$ cat config.mk
export PLATFORM = sky130hd
export DESIGN_NAME = switch_led_controller
export DESIGN_NICKNAME = d
export VERILOG_FILES = /design/src/rtl/switch_led_pkg.sv /design/src/rtl/switch_led_controller_debounce.sv /design/src/rtl/switch_led_controller.sv
export SDC_FILE = /design/constraint.sdc
export NUM_CORES = 1
export LEC_CHECK = 0
export CORE_UTILIZATION = 60
export CTS_CLUSTER_DIAMETER = 120
export DETAILED_ROUTE_END_ITERATION = 10
export GPL_TIMING_DRIVEN = 0
export HOLD_SLACK_MARGIN = 0.06
export PLACE_DENSITY = 0.77
export SLEW_MARGIN = 20
export SYNTH_ARGS = -nofsm -noshare
export SYNTH_HDL_FRONTEND = slang
export SYNTH_SLANG_ARGS = --single-unit
$ cat constraint.sdc
create_clock -name i_Clk -period 7.5 [get_ports i_Clk]
set_input_delay 2.25 -clock i_Clk [delete_from_list [all_inputs] [get_ports i_Clk]]
set_output_delay 2.25 -clock i_Clk [all_outputs]
set_load 0.02 [all_outputs]
$ cat src/rtl/switch_led_pkg.sv
// Shared types and constants for the switch/LED mode controller.
// Mode encodings, switch count and speed width, plus the mode-advance helper.
`timescale 1ns/1ps
package switch_led_pkg;

  typedef enum logic [1:0] {
    MODE_OFF    = 2'b00,
    MODE_MANUAL = 2'b01,
    MODE_BLINK  = 2'b10,
    MODE_CHASE  = 2'b11
  } mode_e;

  localparam int NUM_SWITCHES = 4;
  localparam int SPEED_W      = 2;

  // OFF -> MANUAL -> BLINK -> CHASE -> OFF
  function automatic mode_e next_mode(input mode_e m);
    mode_e r;
    unique case (m)
      MODE_OFF:    r = MODE_MANUAL;
      MODE_MANUAL: r = MODE_BLINK;
      MODE_BLINK:  r = MODE_CHASE;
      MODE_CHASE:  r = MODE_OFF;
      default:     r = MODE_OFF;
    endcase
    return r;
  endfunction

endpackage

$ cat src/rtl/switch_led_controller_debounce.sv
// switch_debounce: 2-flop synchronizer, debounce counter, release pulse.
// Ports: i_Clk, i_Rst (async high), i_Switch (raw), o_Release (1-cycle).
`timescale 1ns/1ps
module switch_debounce #(
  parameter int DEBOUNCE_LIMIT = 250000
) (
  input  logic i_Clk,
  input  logic i_Rst,
  input  logic i_Switch,
  output logic o_Release
);

  localparam int CNT_W = (DEBOUNCE_LIMIT > 1) ?
    $clog2(DEBOUNCE_LIMIT) : 1;

  logic             sync_0;
  logic             sync_1;
  logic             stable;
  logic             stable_d;
  logic [CNT_W-1:0] count;

  always_ff @(posedge i_Clk or posedge i_Rst) begin
    if (i_Rst) begin
      sync_0    <= 1'b0;
      sync_1    <= 1'b0;
      stable    <= 1'b0;
      stable_d  <= 1'b0;
      count     <= '0;
      o_Release <= 1'b0;
    end else begin
      sync_0 <= i_Switch;
      sync_1 <= sync_0;
      // Count consecutive disagreeing edges; any agreement restarts.
      if (sync_1 == stable) begin
        count <= '0;
      end else if (count == CNT_W'(DEBOUNCE_LIMIT - 1)) begin
        stable <= sync_1;
        count  <= '0;
      end else begin
        count <= count + CNT_W'(1);
      end
      stable_d  <= stable;
      // Falling stable level only; presses produce nothing.
      o_Release <= stable_d & ~stable;
    end
  end

endmodule

$ cat src/rtl/switch_led_controller.sv
// Four-switch LED sequencer: OFF/MANUAL/BLINK/CHASE modes, variable speed.
// Ports: i_Clk, i_Rst (async high), i_Switch_1..4 raw, o_LED_1..4, o_Mode.
// Option SWITCH_LED_CURSOR_BLINK_EN: blink the cursor LED in MANUAL.
`timescale 1ns/1ps
module switch_led_controller
  import switch_led_pkg::*;
#(
  parameter int DEBOUNCE_LIMIT = 250000,
  parameter int TICK_LIMIT     = 6250000
) (
  input  logic       i_Clk,
  input  logic       i_Rst,
  input  logic       i_Switch_1,
  input  logic       i_Switch_2,
  input  logic       i_Switch_3,
  input  logic       i_Switch_4,
  output logic       o_LED_1,
  output logic       o_LED_2,
  output logic       o_LED_3,
  output logic       o_LED_4,
  output logic [1:0] o_Mode
);

  localparam int TICK_W = $clog2(TICK_LIMIT + 1);

  logic [NUM_SWITCHES-1:0] raw;
  logic [NUM_SWITCHES-1:0] rel;

  assign raw = {i_Switch_4, i_Switch_3, i_Switch_2, i_Switch_1};

  for (genvar g = 0; g < NUM_SWITCHES; g++) begin : g_db
    switch_debounce #(
      .DEBOUNCE_LIMIT(DEBOUNCE_LIMIT)
    ) u_db (
      .i_Clk    (i_Clk),
      .i_Rst    (i_Rst),
      .i_Switch (raw[g]),
      .o_Release(rel[g])
    );
  end

  logic ev_mode;
  logic ev_speed;
  logic ev_toggle;
  logic ev_cursor;

  assign ev_mode   = rel[0];
  assign ev_speed  = rel[1];
  assign ev_toggle = rel[2];
  assign ev_cursor = rel[3];

  mode_e              mode;
  logic [SPEED_W-1:0] speed;
  logic [3:0]         man;
  logic [1:0]         cursor;
  logic [1:0]         pos;
  logic               phase;

  logic [TICK_W-1:0]  tick_cnt;
  logic [TICK_W-1:0]  period;
  logic               change;
  logic               terminal;
  logic               tick;

  assign period   = TICK_W'(TICK_LIMIT >> speed);
  assign change   = ev_mode | ev_speed;
  assign terminal = (tick_cnt == period - TICK_W'(1));
  // A mode/speed change restarts the period, so it swallows the tick.
  assign tick     = terminal & ~change;

  always_ff @(posedge i_Clk or posedge i_Rst) begin
    if (i_Rst) begin
      tick_cnt <= '0;
    end else if (change || terminal) begin
      tick_cnt <= '0;
    end else begin
      tick_cnt <= tick_cnt + TICK_W'(1);
    end
  end

  always_ff @(posedge i_Clk or posedge i_Rst) begin
    if (i_Rst) begin
      mode   <= MODE_OFF;
      speed  <= '0;
      man    <= '0;
      cursor <= '0;
      pos    <= '0;
      phase  <= 1'b0;
    end else begin
      if (ev_speed) begin
        speed <= speed + SPEED_W'(1);
      end
      // Toggle uses the cursor value from before this edge.
      if (mode == MODE_MANUAL) begin
        if (ev_toggle) begin
          man[cursor] <= ~man[cursor];
        end
        if (ev_cursor) begin
          cursor <= cursor + 2'd1;
        end
      end
      if (ev_mode) begin
        mode <= next_mode(mode);
        unique case (next_mode(mode))
          MODE_BLINK:  phase <= 1'b1;
          MODE_CHASE:  pos   <= 2'd0;
`ifdef SWITCH_LED_CURSOR_BLINK_EN
          MODE_MANUAL: phase <= 1'b1;
`endif
          default: ;
        endcase
      end else if (tick) begin
        unique case (mode)
          MODE_BLINK:  phase <= ~phase;
          MODE_CHASE:  pos   <= pos + 2'd1;
`ifdef SWITCH_LED_CURSOR_BLINK_EN
          MODE_MANUAL: phase <= ~phase;
`endif
          default: ;
        endcase
      end
    end
  end

  logic [3:0] led_next;
  logic [3:0] leds;

  always_comb begin
    led_next = '0;
    unique case (mode)
      MODE_OFF: led_next = '0;
      MODE_MANUAL: begin
        led_next = man;
`ifdef SWITCH_LED_CURSOR_BLINK_EN
        led_next[cursor] = man[cursor] ^ phase;
`endif
      end
      MODE_BLINK: led_next = {4{phase}};
      MODE_CHASE: led_next = 4'b0001 << pos;
      default:    led_next = '0;
    endcase
  end

  always_ff @(posedge i_Clk or posedge i_Rst) begin
    if (i_Rst) begin
      leds   <= '0;
      o_Mode <= MODE_OFF;
    end else begin
      leds   <= led_next;
      o_Mode <= mode;
    end
  end

  assign o_LED_1 = leds[0];
  assign o_LED_2 = leds[1];
  assign o_LED_3 = leds[2];
  assign o_LED_4 = leds[3];

endmodule

## Word-level counts from Yosys, hierarchy flattened

Index checks and enable logic that the tools add are counted.

| storage, ports and cells | value |
|---|---|
| bits in registers | 134 |
| output and inout bits | 6 |
| logic and storage cells | 118 |

| cells by class | value |
|---|---|
| add/sub/neg operators | 9 |
| magnitude comparators | 2 |
| equality and inequality tests | 16 |
| shift-type cells | 2 |
| mux-type cells | 25 |
| bitwise gates (word level) | 17 |
| reductions and logical operators | 14 |

Operators with widths:

| operator | number |
|---|---|
| $mux 18 | 8 |
| $add 18x1->18 const B | 4 |
| $eq 18x18->1 const B | 4 |
| $add 23x1->23 const B | 1 |
| $eq 23x23->1 | 1 |
| $mux 23 | 1 |
| $shr 23x2->23 const A | 1 |
| $sub 23x1->23 const B | 1 |
| $pmux 4 s4 | 1 |
| $reduce_and 2->1 | 6 |
| $not 1->1 | 11 |
| $mux 2 | 5 |
| $eq 2x2->1 const B | 4 |
| $pmux 2 s4 | 1 |
| $add 2x1->2 const B | 3 |
| $mux 1 | 6 |
| $reduce_and 3->1 | 2 |
| $reduce_bool 2->1 | 3 |
| $and 1x1->1 | 5 |
| $bwmux 4 | 1 |
| $eq 1x1->1 | 4 |
| $ne 2x2->1 const B | 2 |
| $shl 1x2->4 const A | 1 |
| $lt 2x3->1 const B | 1 |
| other kinds (8) | 8 |

## Logic depth before layout (Yosys ltp)

Gate-level depths: netlist of the first run.

| logic depth | value |
|---|---|
| depth in word-level cells | 6 |
| mapped depth | 8 |
| gate-level depth less buffers | 7 |

## Modules after synthesis

A second synthesis of the first run with hierarchy kept.

| unflattened totals | value |
|---|---|
| cell total of the unflattened synthesis | 664 |
| area, all modules | 6815.3 um^2 |

Modules (own cells, without submodules):

| module | times used | cells an instance | area an instance (um^2) | seq. area each (um^2) |
|---|---|---|---|---|
| switch_debounce (g_db[0].u_db ...) | 3 | 107 | 1112.3 | 575.6 |
| switch_led_controller | 1 | 241 | 2399.8 | 1051.0 |
| switch_debounce (g_db[3].u_db) | 1 | 102 | 1078.5 | 575.6 |

## Least setup slack after synthesis of the first run

No wires, ideal clock.

| path | value |
|---|---|
| path type | register to output |
| start | reg leds[0] |
| end | out o_LED_1 |
| data arrival time | 0.416 ns |
| data required time | 5.250 ns |
| setup slack | 4.834 ns |
| stages on the path, launching flop included | 1 |
| path buffers | 0 |
| path through | dfrtp_1 |

RTL lines:

| what | line | text |
|---|---|---|
| from (decl) | switch_led_controller.sv:126 | `logic [3:0] leds;` |
| from (signal assigned) | switch_led_controller.sv:149 | `leds <= led_next;` |
| to (decl) | switch_led_controller.sv:17 | `output logic o_LED_1,` |

No word-level cell between the ends.

## Worst setup path in the final report of the first run

| path | value |
|---|---|
| start | reg o_Mode[0] |
| end | out o_Mode[0] |

RTL lines:

| what | line | text |
|---|---|---|
| from (decl) | switch_led_controller.sv:21 | `output logic [1:0] o_Mode` |
| from (signal assigned) | switch_led_controller.sv:150 | `o_Mode <= mode;` |

No word-level cell between the ends.

==> flow_metrics.tcl, run 1 <==
set metrics [dict create \
    post_drt_wl_per_cell_um 14.5 \
    finClkSkew_ns 0.0125 \
    grt_max_degree 112 \
    final_design_area_no_fill_mm2 0.00724 \
    fin_crit_ns 3.70 \
    grt.total_usage_pct 23.2 \
    worst_slack_ns 3.80 \
    dieWidth_um 104 \
    pwr-share-clk_pct 52.5 \
    switching_share_pct 20.4 \
    nFillCells 723 \
    seqCellArea_mm2 0.00335 \
    hold_path.class "reg -> reg" \
    synth.cell_area_mm2 0.00630 \
    maxSlewViolCount 0 \
    critPathMaxStageDelay_ns 0.62 \
    synth_edf_count 0 \
    place_congestion 0.793 \
    seq_power_share_pct 45.3 \
    die_area_mm2 0.0109 \
    insertion_delay_ns 0.51 \
    syn_to_final_growth_pct 14.9 \
    ys_ff_latch 134 \
    multi_input_area_mm2 0.00280 \
    syn_inst 610 \
    root_buffer "clkbuf_8" \
    ios 12 \
    ir_worst_vdd_mv 0.192 \
    path_cells "clkdlybuf4s50_1" \
    drt_iter0_markers 240 \
    crit_type "reg -> out" \
    synthDistinctLibCells 40 \
    worst_setup_path_start_kind "flop" \
    cpMaxStageDelayCell "clkdlybuf4s50_1" \
    grt_first_pass_wirelength_mm 20.1 \
    p_switching_uw 332 \
    via_per_inst 5.51 \
    dominantRegCellSynth "dfrtp_1" \
    post_cts_buffers 0 \
    outcome "complete, no violations" \
    placed_cells 758 \
    clk_pin_slew_ns 0.06 \
    cts_buffer_depth 2 \
    drive_above_1_share_pct 9.63 \
    cp.required_ns 5.25 \
    p_comb_share_pct 2.2 \
    grt_pass1_vias 4463 \
    overflow 0 \
    cts_tree "yes" \
    holdWs_ns 0.354 \
    row_count 37 \
    arrival_ns 1.45 \
    finalSetupViolations 0 \
    antenna_left 0 \
    end_kind "output port" \
    maxCapViolations 0 \
    htree_levels 4 \
    fin_util_pct 70.8 \
    nets 670 \
    fin_cells 790 \
    synth_seq_area_share_pct 53.2 \
    final_hold_viol_count 0 \
    yosys_warnings 0 \
    dr.pass1.iters 4 \
    core_mm2 0.0102 \
    synthArstFlopShare_pct 100 \
    total_power_mw 1.63 \
    p_int_mw 1.30 \
    rsz0062_at_grt "false" \
    p_leak_nw 3.21 \
    syn_nets 639 \
    drc 0 \
    cp_num_buf_inv 1 \
    dp_hpwl_mm 7.60 \
    die_h_um 104 \
    start_util_pct 61.6 \
    cts.repair.resized 0 \
    critPathTopFamily "buffers and inverters" \
    final_common_cell "dfrtp_1" \
    power_per_cell_area_mw_per_mm2 225 \
    cts_hold_buffers 0 \
    cts_made_buffers 17 \
    finalWirelength_mm 11.4 \
    layout_common_cells "dfrtp_1 (134), nor2_1 (112), xor2_1 (53)" \
    clock_sinks 134 \
    diodes 0 \
    dp_slack_ns 4.12 \
    finalCritPeriodShare_pct 49.3 \
    port_buffers 11 \
    fin_tns_setup_ns 0 \
    crit_fanout 1 \
    fmax_mhz 270 \
    num_vias 4353 \
    placed_cell_area_mm2 0.00662 \
    tightest_slew_ns 0.892 \
    antenna_found_initial 0 \
    syn_avg_cell_area_um2 10.3 \
    slew_headroom_pct 40.0 \
]
[kinds of logic after synthesis]
family	share of synthesized area, %
adder cells (fa/ha/maj)	4.57
flip-flops	53.2
XOR/XNOR	13.3
buffers and inverters	2.36
AO/OA/AOI/OAI	2.42
AND/OR/NAND/NOR	22.5
multiplexers	1.59
[Yosys cell counts, drive strengths merged (2+ instances only)]
master / count / area share (%)
clkbuf: 6 / 0.36
nand3b: 6 / 0.71
buf: 7 / 0.64
mux2: 6 / 1.1
or2: 9 / 0.89
inv: 23 / 1.4
or3b: 4 / 0.56
and3: 9 / 0.89
o21ai: 9 / 0.71
or3: 2 / 0.20
a22oi: 5 / 0.60
a21oi: 9 / 0.71
xor2: 53 / 7.4
nor2: 113 / 6.9
nand4b: 3 / 0.42
nor2b: 6 / 0.60
nand2b: 2 / 0.20
nand4: 17 / 1.8
nor3: 8 / 0.64
ha: 23 / 4.6
nand2: 48 / 2.9
xnor2: 40 / 5.6
nor4bb: 2 / 0.32
dfrtp: 134 / 53
nand3: 38 / 3.0
and4: 4 / 0.56
nor4: 16 / 1.6
[final timing paths]
kind                                                     from                               end  slack (ns)  cells after the start
worst max-delay path                      o_Mode[0]$_DFF_PP0_                         o_Mode[0]        3.80                      1
worst min-delay path            g_db[1].u_db.sync_0$_DFF_PP0_     g_db[1].u_db.sync_1$_DFF_PP0_        0.35                      0
worst max register to register           speed[0]$_DFFE_PP0P_                pos[1]$_DFFE_PP0P_        4.94                      7
worst min register to register  g_db[1].u_db.sync_0$_DFF_PP0_     g_db[1].u_db.sync_1$_DFF_PP0_        0.35                      0
max in group asynchronous                               i_Rst  g_db[3].u_db.count[15]$_DFF_PP0_        4.67                      3
min in group asynchronous                               i_Rst  g_db[0].u_db.o_Release$_DFF_PP0_        2.08                      2
[power groups by stage]
stage	clock, mW	combinational, mW	sequential, mW
final	0.854	0.0364	0.737
after global routing	0.898	0.0431	0.738
after CTS	0.868	0.0379	0.737
after detailed placement	0	0.0378	0.750
after global placement	0	0.0341	0.749
after floorplan	0	0.0253	0.748
[sequential cells by signal, summed over array words and instances, names as in the netlist]
name and cells:
phase 1, speed 2, g_db.u_db.count 72, cursor 2, g_db.u_db.o_Release 4, tick_cnt 23, g_db.u_db.sync_0 4, g_db.u_db.stable_d 4
man 4, o_Mode 2, leds 4, g_db.u_db.stable 4, pos 2, mode 2, g_db.u_db.sync_1 4
[area by class of cell]
cell class / instances / share of cell area (%)
timing repair buffer: 12 / 1.90
buffer: 13 / 0.864
clock inverter: 9 / 1.90
tap: 136 / 2.35
multi-input combinational: 440 / 38.6
inverter: 23 / 1.30
sequential: 134 / 46.3
clock buffer: 23 / 6.72
[per-layer routing]
metal	GRT usage [%]	routed length [µm]	share of wire (%)
met5	0	0	0
met3	5.39	391	3.4
met1	29.8	5000	44
met2	38.9	5930	52
met4	7.35	100	0.88
(Power assumes the default switching activity.)
==> inputs of run 2 (changes only) <==
--- a/config.mk
+++ b/config.mk
@@ -5,12 +5,12 @@
 export SDC_FILE = /design/constraint.sdc
 export NUM_CORES = 1
 export LEC_CHECK = 0
-export CORE_UTILIZATION = 60
+export CORE_UTILIZATION = 56
 export CTS_CLUSTER_DIAMETER = 120
 export DETAILED_ROUTE_END_ITERATION = 10
 export GPL_TIMING_DRIVEN = 0
 export HOLD_SLACK_MARGIN = 0.06
-export PLACE_DENSITY = 0.77
+export PLACE_DENSITY = 0.76
 export SLEW_MARGIN = 20
 export SYNTH_ARGS = -nofsm -noshare
 export SYNTH_HDL_FRONTEND = slang
==> constraint.sdc (replaced) <==
create_clock -name i_Clk -period 3.12 [get_ports i_Clk]
set_input_delay 0.936 -clock i_Clk [delete_from_list [all_inputs] [get_ports i_Clk]]
set_output_delay 0.936 -clock i_Clk [all_outputs]
set_load 0.02 [all_outputs]
==> run 2 against run 1 <==
- sequential share of layout area decreased by 0.37 points
- combinational power rose to 2.7 times the previous value
- die area up 7.0%
- largest power group unchanged
- global-route usage is 1.1 points lower
- clock skew down 0.0048 ns
- sequential power rose by 140%
- via count decreased by 1.1%
- clock power increased by 150%
- worst hold slack worse by 0.0069 ns
- critical path depth grew 6
- flip-flop and latch count stayed put
==> flow_metrics.tcl, run 2 (synthesized netlist as in run 1, its figures left out) <==
set metrics [dict create \
    finalCritPeriodShare_pct 83.0 \
    clk_pin_slew_ns 0.06 \
    antenna_found_initial 0 \
    overflow 0 \
    drive_above_1_share_pct 9.44 \
    die_h_um 108 \
    cts.repair.resized 0 \
    htree_levels 4 \
    layout_common_cells "dfrtp_1 (134), nor2_1 (112), xor2_1 (53)" \
    r2r_slack_ns 0.53 \
    hold_path.class "reg -> reg" \
    cp.required_ns 3.53 \
    fmax_mhz 386 \
    path_cells "inv_1 -> ha_1 -> or3b_2 -> a2111oi_2 -> nand4_2 -> nor2_4 -> mux2_1" \
    finalSetupViolations 0 \
    grt_pass1_vias 4335 \
    critPathMaxStageDelay_ns 0.48 \
    arrival_ns 3.00 \
    pwr-share-clk_pct 52.9 \
    crit_type "reg -> reg" \
    top_regs "g_db.u_db.count x72, tick_cnt x23" \
    final_hold_viol_count 0 \
    post_cts_buffers 0 \
    worst_setup_path_start_kind "flop" \
    drc 0 \
    cts_tree "yes" \
    cpMaxStageDelayCell "dfrtp_1" \
    maxSlewViolCount 0 \
    clock_sinks 134 \
    slew_headroom_pct 40.9 \
    crit_fanout 8 \
    r2r-end "pos[1]$_DFFE_PP0P_" \
    cts_made_buffers 17 \
    diodes 0 \
    fin_crit_ns 2.59 \
    holdPathStages 0 \
    end_kind "flop" \
    nets 673 \
    nFillCells 820 \
    post_drt_wl_per_cell_um 14.2 \
    final_common_cell "dfrtp_1" \
    regMostFlops "g_db.u_db.count" \
    total_power_mw 3.97 \
    die_area_mm2 0.0117 \
    port_buffers 11 \
    dieWidth_um 108 \
    seq_power_share_pct 44.7 \
    placed_cells 765 \
    via_per_inst 5.40 \
    dr.pass1.iters 4 \
    reg2reg_from "speed[0]$_DFFE_PP0P_" \
    maxCapViolations 0 \
    power_per_cell_area_mw_per_mm2 544 \
    grt_max_degree 36 \
    cts_hold_buffers 0 \
    dp_hpwl_mm 7.68 \
    finalWirelength_mm 11.3 \
    core_mm2 0.0109 \
    fin_tns_setup_ns 0 \
    switching_share_pct 19.6 \
    num_vias 4306 \
    insertion_delay_ns 0.53 \
    row_count 38 \
    finClkSkew_ns 0.00769 \
    antenna_left 0 \
    ir_worst_vdd_mv 0.608 \
    fin_cells 797 \
    p_switching_uw 779 \
    hold_start "g_db[2].u_db.sync_0$_DFF_PP0_" \
    reg2reg_depth 7 \
    cts_buffer_depth 2 \
    syn_to_final_growth_pct 15.8 \
    largest_register_ffs 72 \
    place_congestion 0.797 \
    grt.total_usage_pct 22.1 \
    start_util_pct 57.9 \
    tightest_slew_ns 0.878 \
    hold_end "g_db[2].u_db.sync_1$_DFF_PP0_" \
    ios 12 \
    p_comb_share_pct 2.5 \
    grt_first_pass_wirelength_mm 20.0 \
    rsz0062_at_grt "false" \
    root_buffer "clkbuf_8" \
    p_int_mw 3.19 \
    p_leak_nw 3.23 \
    drt_iter0_markers 197 \
    outcome "complete, no violations" \
]
## run 2: changes by cell type in the layout (fill, tap and decap cells not counted)
cell,previous run,this run
clkbuf_8,6,2
bufinv_16,3,5
clkinv_4,2,1
inv_8,1,0
buf_12,0,3
clkbuf_1,7,11
inv_6,2,0
clkinv_2,1,3
## run 2: area by class of cell
cell class                      count  area, µm²  area share (%)
Clock inverter                      9        174            2.38
Inverter                           23       90.1            1.23
Tap cell                          140        175            2.40
Multi-Input combinational cell    440       2800            38.3
Clock buffer                       23        447            6.12
Timing Repair Buffer               15        198            2.71
Buffer                             13       62.6           0.857
Sequential cell                   134       3350            46.0
## run 2: critical path, delay by kind of cell (launching register included)
family / cells / cell delay (ns)
AOI/OAI and AO/OA: 1 / 0.41
adders and majority gates: 1 / 0.21
buffers and inverters: 1 / 0.14
DFF: 1 / 0.48
muxes: 1 / 0.33
and+or+nand+nor: 3 / 0.90
## run 2: through the flow
step / area [µm²] / util [%] / hold slack, ns / setup WS [ns]
2_1_floorplan: 6300 / - / 0.331 / 0.519
6_report: 7300 / 67.0 / 0.347 / 0.530
5_1_grt: 7300 / 67.0 / 0.363 / 0.401
4_1_cts: 7300 / 67.0 / 0.350 / 0.509
3_3_place_gp: 6590 / 60.5 / 0.335 / -0.582
3_5_place_dp: 6680 / 61.3 / 0.337 / 0.522
## run 2: metal layers
layer  vias to the layer above  global-route usage [%]  share of wire, %
met5                         -                       0                 0
met2                        54                    35.1                49
met1                      2130                    28.9                46
met4                         0                    7.83               1.4
met3                        17                    6.57               2.9
li1                       2105                       -                 -
## run 2: worst max-delay path by stage
stage	startpoint	endpoint	slack, ns	cells after the start
after floorplan	i_Rst	cursor[0]$_DFFE_PP0P_	0.52	1
after detailed placement	speed[0]$_DFFE_PP0P_	pos[1]$_DFFE_PP0P_	0.52	7
after CTS	speed[0]$_DFFE_PP0P_	pos[1]$_DFFE_PP0P_	0.51	7
after global routing	speed[0]$_DFFE_PP0P_	pos[1]$_DFFE_PP0P_	0.40	7
final	speed[0]$_DFFE_PP0P_	pos[1]$_DFFE_PP0P_	0.53	7
after global placement	i_Rst	tick_cnt[19]$_DFF_PP0_	-0.58	2
## run 2: power groups by stage
stage | registers [mW] | logic [mW] | clock network (mW)
after floorplan | 1.80 | 0.0611 | 0
after global placement | 1.80 | 0.0823 | 0
after detailed placement | 1.80 | 0.0992 | 0
after CTS | 1.77 | 0.102 | 2.13
after global routing | 1.77 | 0.114 | 2.22
final | 1.77 | 0.0975 | 2.10
